`src/rtl/axi_read_arbiter.sv`:
```
// Two-client AXI4 read arbiter: merges I-cache and D-cache burst reads onto one AR/R channel pair.
// One transaction in flight; data side preferred, with a streak limit that eventually forces an inst grant.
module axi_read_arbiter #(
    parameter logic [3:0] ID_INST         = 4'd0,
    parameter logic [3:0] ID_DATA         = 4'd1,
    parameter int         MAX_DATA_STREAK = 4
) (
    input  logic        clk,
    input  logic        rst,
    input  logic [31:0] i_araddr,
    input  logic [3:0]  i_arlen,
    input  logic        i_arvalid,
    output logic        i_arready,
    output logic [31:0] i_rdata,
    output logic        i_rlast,
    output logic        i_rvalid,
    input  logic        i_rready,
    input  logic [31:0] d_araddr,
    input  logic [3:0]  d_arlen,
    input  logic [2:0]  d_arsize,
    input  logic        d_arvalid,
    output logic        d_arready,
    output logic [31:0] d_rdata,
    output logic        d_rlast,
    output logic        d_rvalid,
    input  logic        d_rready,
    output logic [3:0]  arid,
    output logic [31:0] araddr,
    output logic [7:0]  arlen,
    output logic [2:0]  arsize,
    output logic [1:0]  arburst,
    output logic        arvalid,
    input  logic        arready,
    input  logic [3:0]  rid,
    input  logic [31:0] rdata,
    input  logic [1:0]  rresp,
    input  logic        rlast,
    input  logic        rvalid,
    output logic        rready,
    output logic        rd_err
);

    localparam int NCLI     = 2;
    localparam int CLI_INST = 0;
    localparam int CLI_DATA = 1;
    localparam int SW       = $clog2(MAX_DATA_STREAK + 1);
    localparam logic [SW-1:0] STREAK_MAX = SW'(MAX_DATA_STREAK);

    localparam logic [1:0] ST_IDLE = 2'd0;
    localparam logic [1:0] ST_ADDR = 2'd1;
    localparam logic [1:0] ST_DATA = 2'd2;

    logic [1:0]      state_reg,  state_next;
    logic [NCLI-1:0] grant_reg,  grant_next;
    logic [SW-1:0]   streak_reg, streak_next;
    logic [3:0]      arid_reg,   arid_next;
    logic [31:0]     araddr_reg, araddr_next;
    logic [7:0]      arlen_reg,  arlen_next;
    logic [2:0]      arsize_reg, arsize_next;
    logic            rd_err_reg, rd_err_next;

    logic [NCLI-1:0] req_valid;
    logic [NCLI-1:0] beat_ready;
    logic [NCLI-1:0] win;
    logic [NCLI-1:0] client_arready;
    logic [NCLI-1:0] client_rvalid;
    logic            in_idle;
    logic            in_addr;
    logic            in_data;
    logic            force_inst;
    logic            beat_acc;

    assign in_idle    = (state_reg == ST_IDLE);
    assign in_addr    = (state_reg == ST_ADDR);
    assign in_data    = (state_reg == ST_DATA);
    assign req_valid  = {d_arvalid, i_arvalid};
    assign beat_ready = {d_rready, i_rready};
    assign force_inst = (streak_reg == STREAK_MAX);

    // Data wins a tie unless it has already won MAX_DATA_STREAK times in a row over a waiting inst.
    assign win[CLI_INST] = i_arvalid && (!d_arvalid || force_inst);
    assign win[CLI_DATA] = d_arvalid && !win[CLI_INST];

    generate
        for (genvar gi = 0; gi < NCLI; gi++) begin : g_client
            assign client_arready[gi] = in_idle && win[gi];
            assign client_rvalid[gi]  = in_data && grant_reg[gi] && rvalid;
        end
    endgenerate

    assign rready   = in_data && |(grant_reg & beat_ready);
    assign beat_acc = in_data && rvalid && rready;

    assign i_arready = client_arready[CLI_INST];
    assign d_arready = client_arready[CLI_DATA];
    assign i_rvalid  = client_rvalid[CLI_INST];
    assign d_rvalid  = client_rvalid[CLI_DATA];
    assign i_rdata   = rdata;
    assign d_rdata   = rdata;
    assign i_rlast   = rlast;
    assign d_rlast   = rlast;

    assign arid    = arid_reg;
    assign araddr  = araddr_reg;
    assign arlen   = arlen_reg;
    assign arsize  = arsize_reg;
    assign arburst = 2'b01;
    assign arvalid = in_addr;
    assign rd_err  = rd_err_reg;

    always_comb begin
        state_next  = state_reg;
        grant_next  = grant_reg;
        streak_next = streak_reg;
        arid_next   = arid_reg;
        araddr_next = araddr_reg;
        arlen_next  = arlen_reg;
        arsize_next = arsize_reg;
        // A bad response or a stray RID is flagged, but the beat is still delivered.
        rd_err_next = beat_acc && ((rresp != 2'b00) || (rid != arid_reg));

        case (state_reg)
            ST_IDLE: begin
                if (|req_valid) begin
                    grant_next = win;
                    state_next = ST_ADDR;
                    if (win[CLI_DATA]) begin
                        arid_next   = ID_DATA;
                        araddr_next = d_araddr;
                        arlen_next  = {4'b0000, d_arlen};
                        arsize_next = d_arsize;
                        if (!i_arvalid) begin
                            streak_next = '0;
                        end else if (!force_inst) begin
                            streak_next = streak_reg + 1'b1;
                        end
                    end else begin
                        arid_next   = ID_INST;
                        araddr_next = i_araddr;
                        arlen_next  = {4'b0000, i_arlen};
                        arsize_next = 3'b010;
                        streak_next = '0;
                    end
                end
            end
            ST_ADDR: begin
                if (arready) begin
                    state_next = ST_DATA;
                end
            end
            ST_DATA: begin
                if (beat_acc && rlast) begin
                    state_next = ST_IDLE;
                    grant_next = '0;
                end
            end
            default: begin
                state_next = ST_IDLE;
                grant_next = '0;
            end
        endcase
    end

    always_ff @(posedge clk) begin
        if (rst) begin
            state_reg  <= ST_IDLE;
            grant_reg  <= '0;
            streak_reg <= '0;
            arid_reg   <= '0;
            araddr_reg <= '0;
            arlen_reg  <= '0;
            arsize_reg <= '0;
            rd_err_reg <= 1'b0;
        end else begin
            state_reg  <= state_next;
            grant_reg  <= grant_next;
            streak_reg <= streak_next;
            arid_reg   <= arid_next;
            araddr_reg <= araddr_next;
            arlen_reg  <= arlen_next;
            arsize_reg <= arsize_next;
            rd_err_reg <= rd_err_next;
        end
    end

endmodule

```
`config.mk`:
```
export PLATFORM = sky130hd
export DESIGN_NAME = axi_read_arbiter
export DESIGN_NICKNAME = d
export VERILOG_FILES = /design/src/rtl/axi_read_arbiter.sv
export SDC_FILE = /design/constraint.sdc
export NUM_CORES = 1
export LEC_CHECK = 0
export CAP_MARGIN = 0
export CORE_MARGIN = 3
export CORE_UTILIZATION = 37
export CTS_BUF_LIST = sky130_fd_sc_hd__clkbuf_8
export DETAILED_ROUTE_END_ITERATION = 10
export HOLD_SLACK_MARGIN = 0.08
export PLACE_DENSITY = 0.88
export SETUP_SLACK_MARGIN = 0.1
export SYNTH_ARGS = -nofsm -noshare
export SYNTH_HDL_FRONTEND = slang
export SYNTH_SLANG_ARGS = --single-unit
```
`constraint.sdc`:
```
create_clock -name clk -period 4.1 [get_ports clk]
set_clock_uncertainty 0.1 [all_clocks]
set_input_delay 0.82 -clock clk [delete_from_list [all_inputs] [get_ports clk]]
set_output_delay 0.82 -clock clk [all_outputs]
set_load 0.005 [all_outputs]
```
# --- Yosys cells after proc, flatten, opt, wreduce, memory -nomap -nowiden ---
# Index checks and enable logic that the tools add are counted.
word_totals:
  in_bits: 122
  ff_bits: 55
  output_inout_bits: 122
  word_cells: 57
classes:
  eq_ne: 8
  n_reduce_logical: 25
  addsub: 1
  mux: 13
  n_bitwise: 2
ops:
  columns: ["cell", "count"]
  rows:
  - ["$mux W32", 1]
  - ["$logic_and A1 B1 Y1", 13]
  - ["$mux W3", 4]
  - ["$pmux W2 S3", 2]
  - ["$reduce_and A3 Y1", 3]
  - ["$mux W2", 4]
  - ["$ne A2 B1 Y1 const B", 3]
  - ["$mux W4", 1]
  - ["$ne A4 B4 Y1", 1]
  - ["$reduce_or A2 Y1", 2]
  - ["$add A3 B1 Y3 const B", 1]
  - ["$eq A3 B3 Y1 const B", 1]
  - ["$ne A3 B3 Y1 const B", 1]
  - ["$and A2 B2 Y2", 1]
  - ["$eq A2 B1 Y1 const B", 1]
  - ["$eq A2 B2 Y1 const B", 1]
  - ["$logic_not A1 Y1", 2]
  - ["$logic_not A2 Y1", 1]
  - ["$logic_or A1 B1 Y1", 2]
  - ["$reduce_and A2 Y1", 1]
  - ["$reduce_bool A2 Y1", 1]
  - ["$mux W1", 1]
  - ["$not A1 Y1", 1]

# --- Longest topological paths before layout ---
# Gate-level depths: netlist of the first run.
depth:
  ltp_word: 7
  mapped_depth: 7
  mapped_depth_nobuf: 5

# --- Worst setup path after synthesis of the first run ---
# Ideal clock, no wire load.
synth_timing:
  kind: "input to output"
  from: "in d_arvalid"
  to: "out d_arready"
  arrival_ps: 1332
  stages: 4
  path_buffers: 2
  setup_slack_ps: 1848
  t_required_ps: 3180
  cell_sequence: "buf_4 -> buf_2 -> nand3_1 -> inv_1"
synth_between:
  elab_chain_len: 6
synth_rtl:
  columns: ["item", "line_no", "source"]
  rows:
  - ["from (decl)", "21", "input logic d_arvalid,"]
  - ["$logic_not A1 Y1", "81", "assign win[CLI_INST] = i_arvalid && (!d_arvalid || force_inst);"]
  - ["$logic_or A1 B1 Y1", "81", null]
  - ["$logic_and A1 B1 Y1", "81", null]
  - ["$logic_not A1 Y1", "82", "assign win[CLI_DATA] = d_arvalid && !win[CLI_INST];"]
  - ["$logic_and A1 B1 Y1 (*)", "82", null]
  - ["$logic_and A1 B1 Y1 (*)", "86", "assign client_arready[gi] = in_idle && win[gi];"]
  - ["to (decl)", "22", "output logic d_arready,"]
# Every way passes the cells marked *; elsewhere a longest branch is shown, timed or not.

# --- Worst setup path after layout of the first run ---
layout_timing:
  from: "in i_arvalid"
  to: "out d_arready"
layout_between:
  elab_chain_len: 4
layout_rtl:
  columns: ["item", "line_no", "source"]
  rows:
  - ["from (decl)", "12", "input logic i_arvalid,"]
  - ["$logic_and A1 B1 Y1", "81", null]
  - ["$logic_not A1 Y1", "82", null]
  - ["$logic_and A1 B1 Y1", "82", null]
  - ["$logic_and A1 B1 Y1", "86", null]
# Every way passes these cells.

==> results_dict.tcl, run 1 <==
set metrics [dict create \
    critical_path_required_ns 3.18 \
    post_cts_buffers 0 \
    ys.flop_type "sky130_fd_sc_hd__dfxtp_1" \
    top_level_ports 244 \
    hold_path_endpoint "arsize[2]$_SDFFE_PP0P_" \
    critPathLaunchType "input pin" \
    synth-seq-area-share_pct 30.6 \
    ys_warn_count 0 \
    ys_seq_elements 48 \
    crit-reg2reg-capture "araddr[27]$_SDFFE_PP0P_" \
    drtAntennaViolNets 0 \
    design.final.nets 539 \
    worst_hold_path.num_cells 2 \
    setup_viol_count_final 0 \
    wl_per_cell_um 18.1 \
    yosys.cell_types.count 41 \
    postLayoutCellArea_mm2 0.00406 \
    number_of_enable_flip_flop_cells_after_synthesis 0 \
    tritoncts "done" \
    postPlaceCellArea_mm2 0.00395 \
    detailed_place_hpwl_um 6560 \
    vias_in_the_first_global_route 2874 \
    achievable-frequency_mhz 315 \
    synth.cell_area_mm2 0.00314 \
    rrSetupSlack_ns 2.03 \
    post_cts_resize_count 0 \
    largest_register_ff_count 32 \
    power.switching_mw 0.376 \
    worstSetupEndpointType "output pin" \
    global_route_wire_length_before_repair_um 14700 \
    timing.critical_path.arrival_ns 2.26 \
    starting_utilization_of_the_core_area_pct 39.4 \
    drt-total-wl_um 9350 \
    detail_route.first_pass.iterations 4 \
    path_clk_slew_ns 0.09 \
    vias 2883 \
    grt_overflow_total 0 \
    power_leakage_nw 1.42 \
    hold_start "arsize[2]$_SDFFE_PP0P_" \
    period_share_pct 77.5 \
    cts.htree.levels 2 \
    die_width_um 98.1 \
    setup_total_negative_slack_ns 0 \
    grt_max_degree 49 \
    post-route-drc-count 0 \
    final-hold-violation-count 0 \
    cts.sinks 48 \
    hp-class "reg -> reg" \
    pwr-share-comb_pct 31.6 \
    synthCells 367 \
    globalRouteTotalUtil_pct 18.4 \
    max_slew_margin_pct 25.4 \
    viasPerCell 5.57 \
    synth_async_sr_flop_share_pct 0 \
    synthToLayoutAreaGrowth_pct 29.5 \
    cellInternalPower_mw 0.936 \
    cts_hold_buf 0 \
    fp.dieArea_mm2 0.00962 \
    postLayoutSetupSlackWorst_ns 0.921 \
    crit_path_cell_trace "clkdlybuf4s50_1 > nand3_1 > nand3_1 > inv_1 > clkdlybuf4s50_1" \
    critical-path-top-delay-family "buffers and inverters" \
    worstSkewPairLatency_ns 0.29 \
    powerDensity_mw_per_mm2 323 \
    status "finished clean" \
    post-route-min-period_ns 3.18 \
    detail_route.iter0.violations 118 \
    syn_area_per_cell_um2 8.55 \
    grt_antenna_before_repair 0 \
    rsz0062_at_grt "false" \
    maximum_vdd_drop_mv 0.132 \
    number_of_clock_buffers_inserted_by_tritoncts 5 \
    gp_routability_congestion 0.798 \
    row_count 32 \
    report.final.slew_viol_count 0 \
    share_seq_of_total_power_pct 42.1 \
    placement.io_buffers 138 \
    fin_hold_ws_ns 0.391 \
    crit_path_max_incr_delay_ns 0.52 \
    die_y_um 98.1 \
    cts-root-to-sink-buffers 2 \
    cts-root-buf "sky130_fd_sc_hd__clkbuf_8" \
    timing.rr.start "state_reg[0]$_SDFFE_PP0P_" \
    dpl_worst_slack_ns 0.928 \
    clock_power_share_pct 26.3 \
    critical_path.max_fanout 7 \
    slowest_stage "sky130_fd_sc_hd__clkdlybuf4s50_1" \
    sw_frac_of_total_pct 28.7 \
    critPathKind "in -> out" \
    core-area_mm2 0.00797 \
    fraction_of_layout_instances_using_a_drive_strength_above_1_pct 12.0 \
    cap_viol_max_count 0 \
    worst_slew_pin_slew_ns 1.12 \
    worst_r2r_path_depth 4 \
    antennaDiodeCount 0 \
    worst-path-buf-inv 3 \
]
==> how the worst max path moves through the flow <==
| stage | startpoint | end | slack (ns) | cells past startpoint |
|---|---|---|---|---|
| CTS | i_arvalid | d_arready | 0.93 | 5 |
| global placement | i_arvalid | d_arready | 0.97 | 5 |
| detailed placement | i_arvalid | d_arready | 0.93 | 5 |
| finish | i_arvalid | d_arready | 0.92 | 5 |
| floorplan | d_arvalid | d_arready | 1.85 | 4 |
| global route | i_arvalid | d_arready | 0.81 | 5 |
==> worst min-delay path: cells and delay by family, from the launching register on <==
family	cells	cell delay, ns
compound gates	2	0.13
flops	1	0.32
==> layout make-up <==
type | count | area (um2)
multi-input combinational | 211 | 1430
clock buffer | 5 | 68.8
timing repair buffer | 143 | 1410
sequential | 48 | 961
tap | 102 | 128
inverter | 6 | 22.5
fill | 718 | 3910
clock inverter | 3 | 42.5
==> logic make-up after synthesis <==
logic type               synth area share (%)
AO/OA/AOI/OAI                            31.2
XOR/XNOR                                0.279
adder cells (fa/ha/maj)                 0.798
buffers and inverters                    25.0
flip-flops                               30.6
other                                   0.239
AND/OR/NAND/NOR                          11.8
==> metal layers <==
metal | share of wire, % | vias up | wire [um] | track usage (%)
met5 | 0 | - | 0 | 0
met4 | 3.4 | 0 | 320 | 8.73
met3 | 8.5 | 34 | 798 | 3.86
met2 | 49 | 162 | 4600 | 32.0
met1 | 39 | 1334 | 3630 | 21.5
li1 | - | 1353 | - | -
==> synth_stat cells (2+ instances only) <==
| library cell | number | area share (%) |
|---|---|---|
| sky130_fd_sc_hd__buf_6 | 6 | 2.2 |
| sky130_fd_sc_hd__buf_4 | 78 | 19 |
| sky130_fd_sc_hd__o21ai_2 | 10 | 2.8 |
| sky130_fd_sc_hd__nand4_1 | 2 | 0.40 |
| sky130_fd_sc_hd__buf_2 | 12 | 1.9 |
| sky130_fd_sc_hd__nor2b_1 | 3 | 0.60 |
| sky130_fd_sc_hd__and3_1 | 3 | 0.60 |
| sky130_fd_sc_hd__nand2_1 | 6 | 0.72 |
| sky130_fd_sc_hd__or2_1 | 2 | 0.40 |
| sky130_fd_sc_hd__a311oi_1 | 17 | 4.7 |
| sky130_fd_sc_hd__a21oi_1 | 43 | 6.9 |
| sky130_fd_sc_hd__a311oi_2 | 19 | 9.1 |
| sky130_fd_sc_hd__conb_1 | 2 | 0.24 |
| sky130_fd_sc_hd__inv_1 | 5 | 0.60 |
| sky130_fd_sc_hd__ha_1 | 2 | 0.80 |
| sky130_fd_sc_hd__clkbuf_1 | 13 | 1.6 |
| sky130_fd_sc_hd__nand3_1 | 40 | 6.4 |
| sky130_fd_sc_hd__o21ai_1 | 30 | 4.8 |
| sky130_fd_sc_hd__o21ai_0 | 4 | 0.64 |
| sky130_fd_sc_hd__dfxtp_1 | 48 | 31 |
| sky130_fd_sc_hd__nor2_2 | 2 | 0.40 |
==> metrics by stage <==
stage | std cells | util [%] | power (mW)
after global placement | 510 | 49.6 | 0.963
after CTS | 518 | 51.0 | 1.32
after detailed placement | 510 | 49.6 | 0.977
after global routing | 518 | 51.0 | 1.37
final | 518 | 51.0 | 1.31
after floorplan | 374 | - | 0.807
==> power groups by stage <==
stage                     logic [mW]  registers, mW  clock network, mW
after detailed placement       0.415          0.562                  0
after CTS                      0.416          0.552              0.356
after global placement         0.405          0.559                  0
after global routing           0.450          0.558              0.366
after floorplan                0.247          0.560                  0
final                          0.415          0.552              0.345
==> cell usage in the layout (no fill, tap or decap), types with 4 or more instances in the layout <==
cell | netlist | routed
sky130_fd_sc_hd__a21oi_1 | 43 | 43
sky130_fd_sc_hd__a311oi_2 | 19 | 19
sky130_fd_sc_hd__dfxtp_1 | 48 | 48
sky130_fd_sc_hd__conb_1 | 2 | 9
sky130_fd_sc_hd__a311oi_1 | 17 | 17
sky130_fd_sc_hd__inv_1 | 5 | 5
sky130_fd_sc_hd__o21ai_2 | 10 | 10
sky130_fd_sc_hd__buf_4 | 78 | 5
sky130_fd_sc_hd__clkdlybuf4s50_1 | 0 | 136
sky130_fd_sc_hd__clkbuf_8 | 0 | 5
sky130_fd_sc_hd__o21ai_0 | 4 | 4
sky130_fd_sc_hd__o21ai_1 | 30 | 30
sky130_fd_sc_hd__nand3_1 | 40 | 40
sky130_fd_sc_hd__nand2_1 | 6 | 6
(Power assumes the default switching activity.)
==> run 2: changes to the inputs <==
CORE_UTILIZATION = 35   (was 37)
PLACE_DENSITY = 0.84   (was 0.88)
clock period = 3.3 ns   (was 4.1 ns; I/O delays follow)
==> results_dict.tcl, run 2 (same netlist as run 1, synthesis figures left out) <==
set metrics [dict create \
    die_width_um 101 \
    dp_cells 515 \
    cap_viol_max_count 0 \
    cts.sinks 48 \
    max_slew_margin_pct 50.5 \
    critical_path.max_fanout 7 \
    largest_register_ff_count 32 \
    post-route-min-period_ns 2.84 \
    pwr-share-comb_pct 31.9 \
    maximum_vdd_drop_mv 0.145 \
    cts_hold_buf 0 \
    detail_route.first_pass.iterations 4 \
    globalRouteTotalUtil_pct 17.2 \
    placement.io_buffers 138 \
    grt_overflow_total 0 \
    drtAntennaViolNets 0 \
    global_route_wire_length_before_repair_um 14100 \
    sw_frac_of_total_pct 28.5 \
    timing.critical_path.arrival_ns 2.08 \
    design.final.nets 541 \
    worstSkewPairLatency_ns 0.30 \
    power_leakage_nw 1.44 \
    worstSetupEndpointType "output pin" \
    critPathKind "in -> out" \
    vias_in_the_first_global_route 2796 \
    grt_max_degree 40 \
    final-hold-violation-count 0 \
    cts-root-buf "sky130_fd_sc_hd__clkbuf_8" \
    antennaDiodeCount 0 \
    setup_total_negative_slack_ns 0 \
    cts.htree.levels 2 \
    powerDensity_mw_per_mm2 397 \
    share_seq_of_total_power_pct 41.9 \
    report.final.slew_viol_count 0 \
    number_of_clock_buffers_inserted_by_tritoncts 5 \
    hp-class "reg -> reg" \
    detail_route.iter0.violations 133 \
    cts-root-to-sink-buffers 2 \
    post_cts_resize_count 0 \
    achievable-frequency_mhz 352 \
    worst-path-buf-inv 3 \
    dpl_worst_slack_ns 0.456 \
    gp_routability_congestion 0.782 \
    synthToLayoutAreaGrowth_pct 31.3 \
    crit_path_max_incr_delay_ns 0.51 \
    grt_antenna_before_repair 0 \
    post_cts_buffers 0 \
    setup_viol_count_final 0 \
    worst_hold_path.num_cells 2 \
    cellInternalPower_mw 1.17 \
    starting_utilization_of_the_core_area_pct 37.1 \
    tritoncts "done" \
    p_total_mw 1.64 \
    critical_path_required_ns 2.54 \
    critical-path-top-delay-family "buffers and inverters" \
    crit_path_cell_trace "clkdlybuf4s50_1 > nand3_1 > nand3_1 > inv_1 > clkdlybuf4s50_1" \
    worst_r2r_path_depth 6 \
    wl_per_cell_um 17.9 \
    post-route-drc-count 0 \
    die_y_um 101 \
    fraction_of_layout_instances_using_a_drive_strength_above_1_pct 12.4 \
    drt-total-wl_um 9340 \
    layout.cells.most_common_list "sky130_fd_sc_hd__clkdlybuf4s50_1, sky130_fd_sc_hd__dfxtp_1, sky130_fd_sc_hd__a21oi_1, sky130_fd_sc_hd__nand3_1, sky130_fd_sc_hd__o21ai_1" \
    top_level_ports 244 \
    vias 2912 \
    clock_power_share_pct 26.2 \
    critPathLaunchType "input pin" \
    core-area_mm2 0.00846 \
    stdcell_count 523 \
    rsz0062_at_grt "false" \
    postLayoutSetupSlackWorst_ns 0.458 \
    period_share_pct 86.1 \
    path_depth 5 \
    power.switching_mw 0.467 \
    worst_slew_pin_slew_ns 0.741 \
    viasPerCell 5.57 \
    fp.dieArea_mm2 0.0101 \
    path_clk_slew_ns 0.09 \
    detailed_place_hpwl_um 6610 \
    row_count 33 \
    slowest_stage "sky130_fd_sc_hd__clkdlybuf4s50_1" \
    commonest_non_fill_non_tap_cell_in_the_layout "sky130_fd_sc_hd__clkdlybuf4s50_1" \
    status "finished clean" \
    final_core_utilization_pct 48.7 \
]
[run 2: worst reg2reg max path, delay by kind of cell, from the launching register on]
family	cells	cell delay (ns)
buffers and inverters	2	0.31
AND/OR/NAND/NOR	1	0.51
AO/OA/AOI/OAI	2	0.41
flip-flops	1	0.34
adder cells (fa/ha/maj)	1	0.21
[run 2: cell type report]
cell class / instances / area, um2
flip-flops and latches: 48 / 961
well taps: 105 / 131
inverters: 6 / 22.5
fillers: 810 / 4350
multi-input cells: 211 / 1430
clock inverters: 3 / 42.5
clock buffers: 5 / 68.8
repair buffers: 145 / 1460
[run 2: worst paths after layout]
check,start,end,slack (ns)
worst min-delay path,arsize[0]$_SDFFE_PP0P_,arsize[0]$_SDFFE_PP0P_,0.39
worst min register to register,arsize[0]$_SDFFE_PP0P_,arsize[0]$_SDFFE_PP0P_,0.39
worst max register to register,streak_reg[0]$_SDFFE_PP0P_,araddr[6]$_SDFFE_PP0P_,1.34
worst max-delay path,i_arvalid,d_arready,0.46
[run 2: power groups by stage]
stage          Combinational [mW]  Clock [mW]  Sequential [mW]
6_report                    0.522       0.429            0.685
5_1_grt                     0.562       0.467            0.693
4_1_cts                     0.525       0.447            0.685
3_5_place_dp                0.523           0            0.698
3_3_place_gp                0.512           0            0.695
2_1_floorplan               0.307           0            0.696
[run 2: metal layers]
layer	part of all wire, %	track usage [%]	vias to the layer above
met4	2.0	6.32	0
met3	9.7	3.81	21
met5	0	0	-
li1	-	-	1360
met1	37	19.9	1356
met2	51	30.8	175
[run 2: per-stage QoR]
stage	area (um2)	hold WS, ns
after floorplan	3160	0.370
after global routing	4120	0.416
after CTS	4120	0.391
final	4120	0.392
after detailed placement	4010	0.377
after global placement	4010	0.365
==> run 3: changes to the inputs <==
CORE_UTILIZATION = 31   (was 35)
PLACE_DENSITY = 0.79   (was 0.84)
SLEW_MARGIN = 30   (was unset)
clock period = 2.6 ns   (was 3.3 ns; I/O delays follow)
==> results_dict.tcl, run 3 (same netlist as run 1, synthesis figures left out) <==
set metrics [dict create \
    critical-path-top-delay-family "buffers and inverters" \
    synthToLayoutAreaGrowth_pct 34.5 \
    worstSetupEndpointType "output pin" \
    fraction_of_layout_instances_using_a_drive_strength_above_1_pct 14.4 \
    rsz0062_at_grt "true" \
    num-fill-cells 983 \
    worstSkewPairLatency_ns 0.30 \
    stdcell_count 558 \
    path_clk_slew_ns 0.10 \
    source_of_the_critical_timing_path "state_reg[0]$_SDFFE_PP0P_" \
    achievable-frequency_mhz 401 \
    final-hold-violation-count 0 \
    dpl_worst_slack_ns 0.0467 \
    slowest_stage "sky130_fd_sc_hd__clkdlybuf4s50_1" \
    number_of_clock_buffers_inserted_by_tritoncts 5 \
    combined_area_of_the_multi_input_logic_cells_mm2 0.00144 \
    grt_antenna_before_repair 0 \
    die_y_um 107 \
    vias 2897 \
    maximum_vdd_drop_mv 0.195 \
    design.final.nets 548 \
    antennaDiodeCount 0 \
    timing.rr.start "state_reg[0]$_SDFFE_PP0P_" \
    cts.sinks 48 \
    critPathKind "reg -> out" \
    worst-path-buf-inv 1 \
    core-area_mm2 0.00982 \
    report.final.slew_viol_count 0 \
    globalRouteTotalUtil_pct 15.3 \
    drtAntennaViolNets 0 \
    register_area_um2 961 \
    cts-root-to-sink-buffers 2 \
    setup_total_negative_slack_ns 0 \
    global_route_wire_length_before_repair_um 14200 \
    detail_route.first_pass.iterations 4 \
    period_share_pct 96.0 \
    powerDensity_mw_per_mm2 496 \
    fin_hold_ws_ns 0.392 \
    critical_path_required_ns 1.98 \
    p_total_mw 2.09 \
    critPathLaunchType "flip-flop" \
    max_slew_margin_pct 61.8 \
    dp_cells 550 \
    fp.dieArea_mm2 0.0114 \
    cts-root-buf "sky130_fd_sc_hd__clkbuf_8" \
    grt_max_degree 40 \
    row_count 36 \
    hp-class "reg -> reg" \
    drt-total-wl_um 8960 \
    top_level_ports 244 \
    placement.io_buffers 138 \
    cts_hold_buf 0 \
    commonest_non_fill_non_tap_cell_in_the_layout "sky130_fd_sc_hd__clkdlybuf4s50_1" \
    status "finished clean" \
    crit_path_max_incr_delay_ns 0.54 \
    gp_routability_congestion 0.740 \
    setup_viol_count_final 0 \
    layout.cells.most_common_list "sky130_fd_sc_hd__clkdlybuf4s50_1, sky130_fd_sc_hd__dfxtp_1, sky130_fd_sc_hd__a21oi_1, sky130_fd_sc_hd__nand3_1, sky130_fd_sc_hd__o21ai_1" \
    die_width_um 107 \
    hold_start "arsize[0]$_SDFFE_PP0P_" \
    power_leakage_nw 1.48 \
    post-route-drc-count 0 \
    post-route-min-period_ns 2.50 \
    post_cts_buffers 0 \
    wl_per_cell_um 16.1 \
    detail_route.iter0.violations 163 \
    viasPerCell 5.19 \
    worst_slew_pin_slew_ns 0.573 \
    critical_path.max_fanout 7 \
    timing.critical_path.arrival_ns 1.88 \
    cts.htree.levels 2 \
    postLayoutSetupSlackWorst_ns 0.103 \
    starting_utilization_of_the_core_area_pct 31.9 \
    tritoncts "done" \
    crit_path_cell_trace "or2_1 > a211oi_2 > clkdlybuf4s50_1" \
    vias_in_the_first_global_route 2823 \
    cap_viol_max_count 0 \
    grt_overflow_total 0 \
    largest_register_ff_count 32 \
    detailed_place_hpwl_um 6550 \
]
-- run 3: cell count changes in the layout (fill, tap and decap cells not counted), sizes merged --
| cell | change |
|---|---|
| buf | +7 |
| clkdlybuf4s50 | -1 |
| dlygate4sd2 | +1 |
-- run 3: final timing paths --
path	slack, ns	cells past startpoint	to
worst max-delay path	0.10	3	i_arready
worst min-delay path	0.39	2	arsize[0]$_SDFFE_PP0P_
worst max register to register	0.71	4	araddr[2]$_SDFFE_PP0P_
worst min register to register	0.39	2	arsize[0]$_SDFFE_PP0P_
-- run 3: layer usage --
metal  GRT usage (%)  part of all wire (%)  vias to the layer above
li1                -                     -                     1366
met1            18.7                    42                     1374
met2            25.9                    48                      135
met3            4.21                   8.5                       22
met4            5.02                   1.6                        0
met5               0                     0                        -
-- run 3: worst min-delay path: stages (launching register included) --
cell,delay [ns]
sky130_fd_sc_hd__dfxtp_1,0.32
sky130_fd_sc_hd__o21ai_0,0.07
sky130_fd_sc_hd__a21oi_1,0.06
-- run 3: what timing repair did --
| action | CTS | global route |
|---|---|---|
| pin swaps | 0 | 1 |
| endpoints found under the setup margin | 1 | 4 |
| resized for setup | 1 | 1 |
-- run 3: layout make-up --
cell class                      count  area share (%)
Clock buffer                        5            1.63
Inverter                            6           0.534
Timing Repair Buffer              152            36.0
Sequential cell                    48            22.8
Clock inverter                      3            1.01
Multi-Input combinational cell    211            34.1
Tap cell                          133            3.94
-- run 3: where the power goes --
part	total [mW]	leakage [nW]	switching (mW)	internal, mW
combinational	0.676	1.03	0.283	0.393
sequential	0.870	0.397	0.0517	0.818
clock	0.549	0.0541	0.263	0.285
total	2.09	1.48	0.598	1.50
-- run 3: metrics by stage --
step,instance area [um2],util [%]
6_report,4220,43.0
5_1_grt,4220,43.0
4_1_cts,4220,43.0
3_5_place_dp,4110,41.8
3_3_place_gp,4080,41.6
2_1_floorplan,3160,-
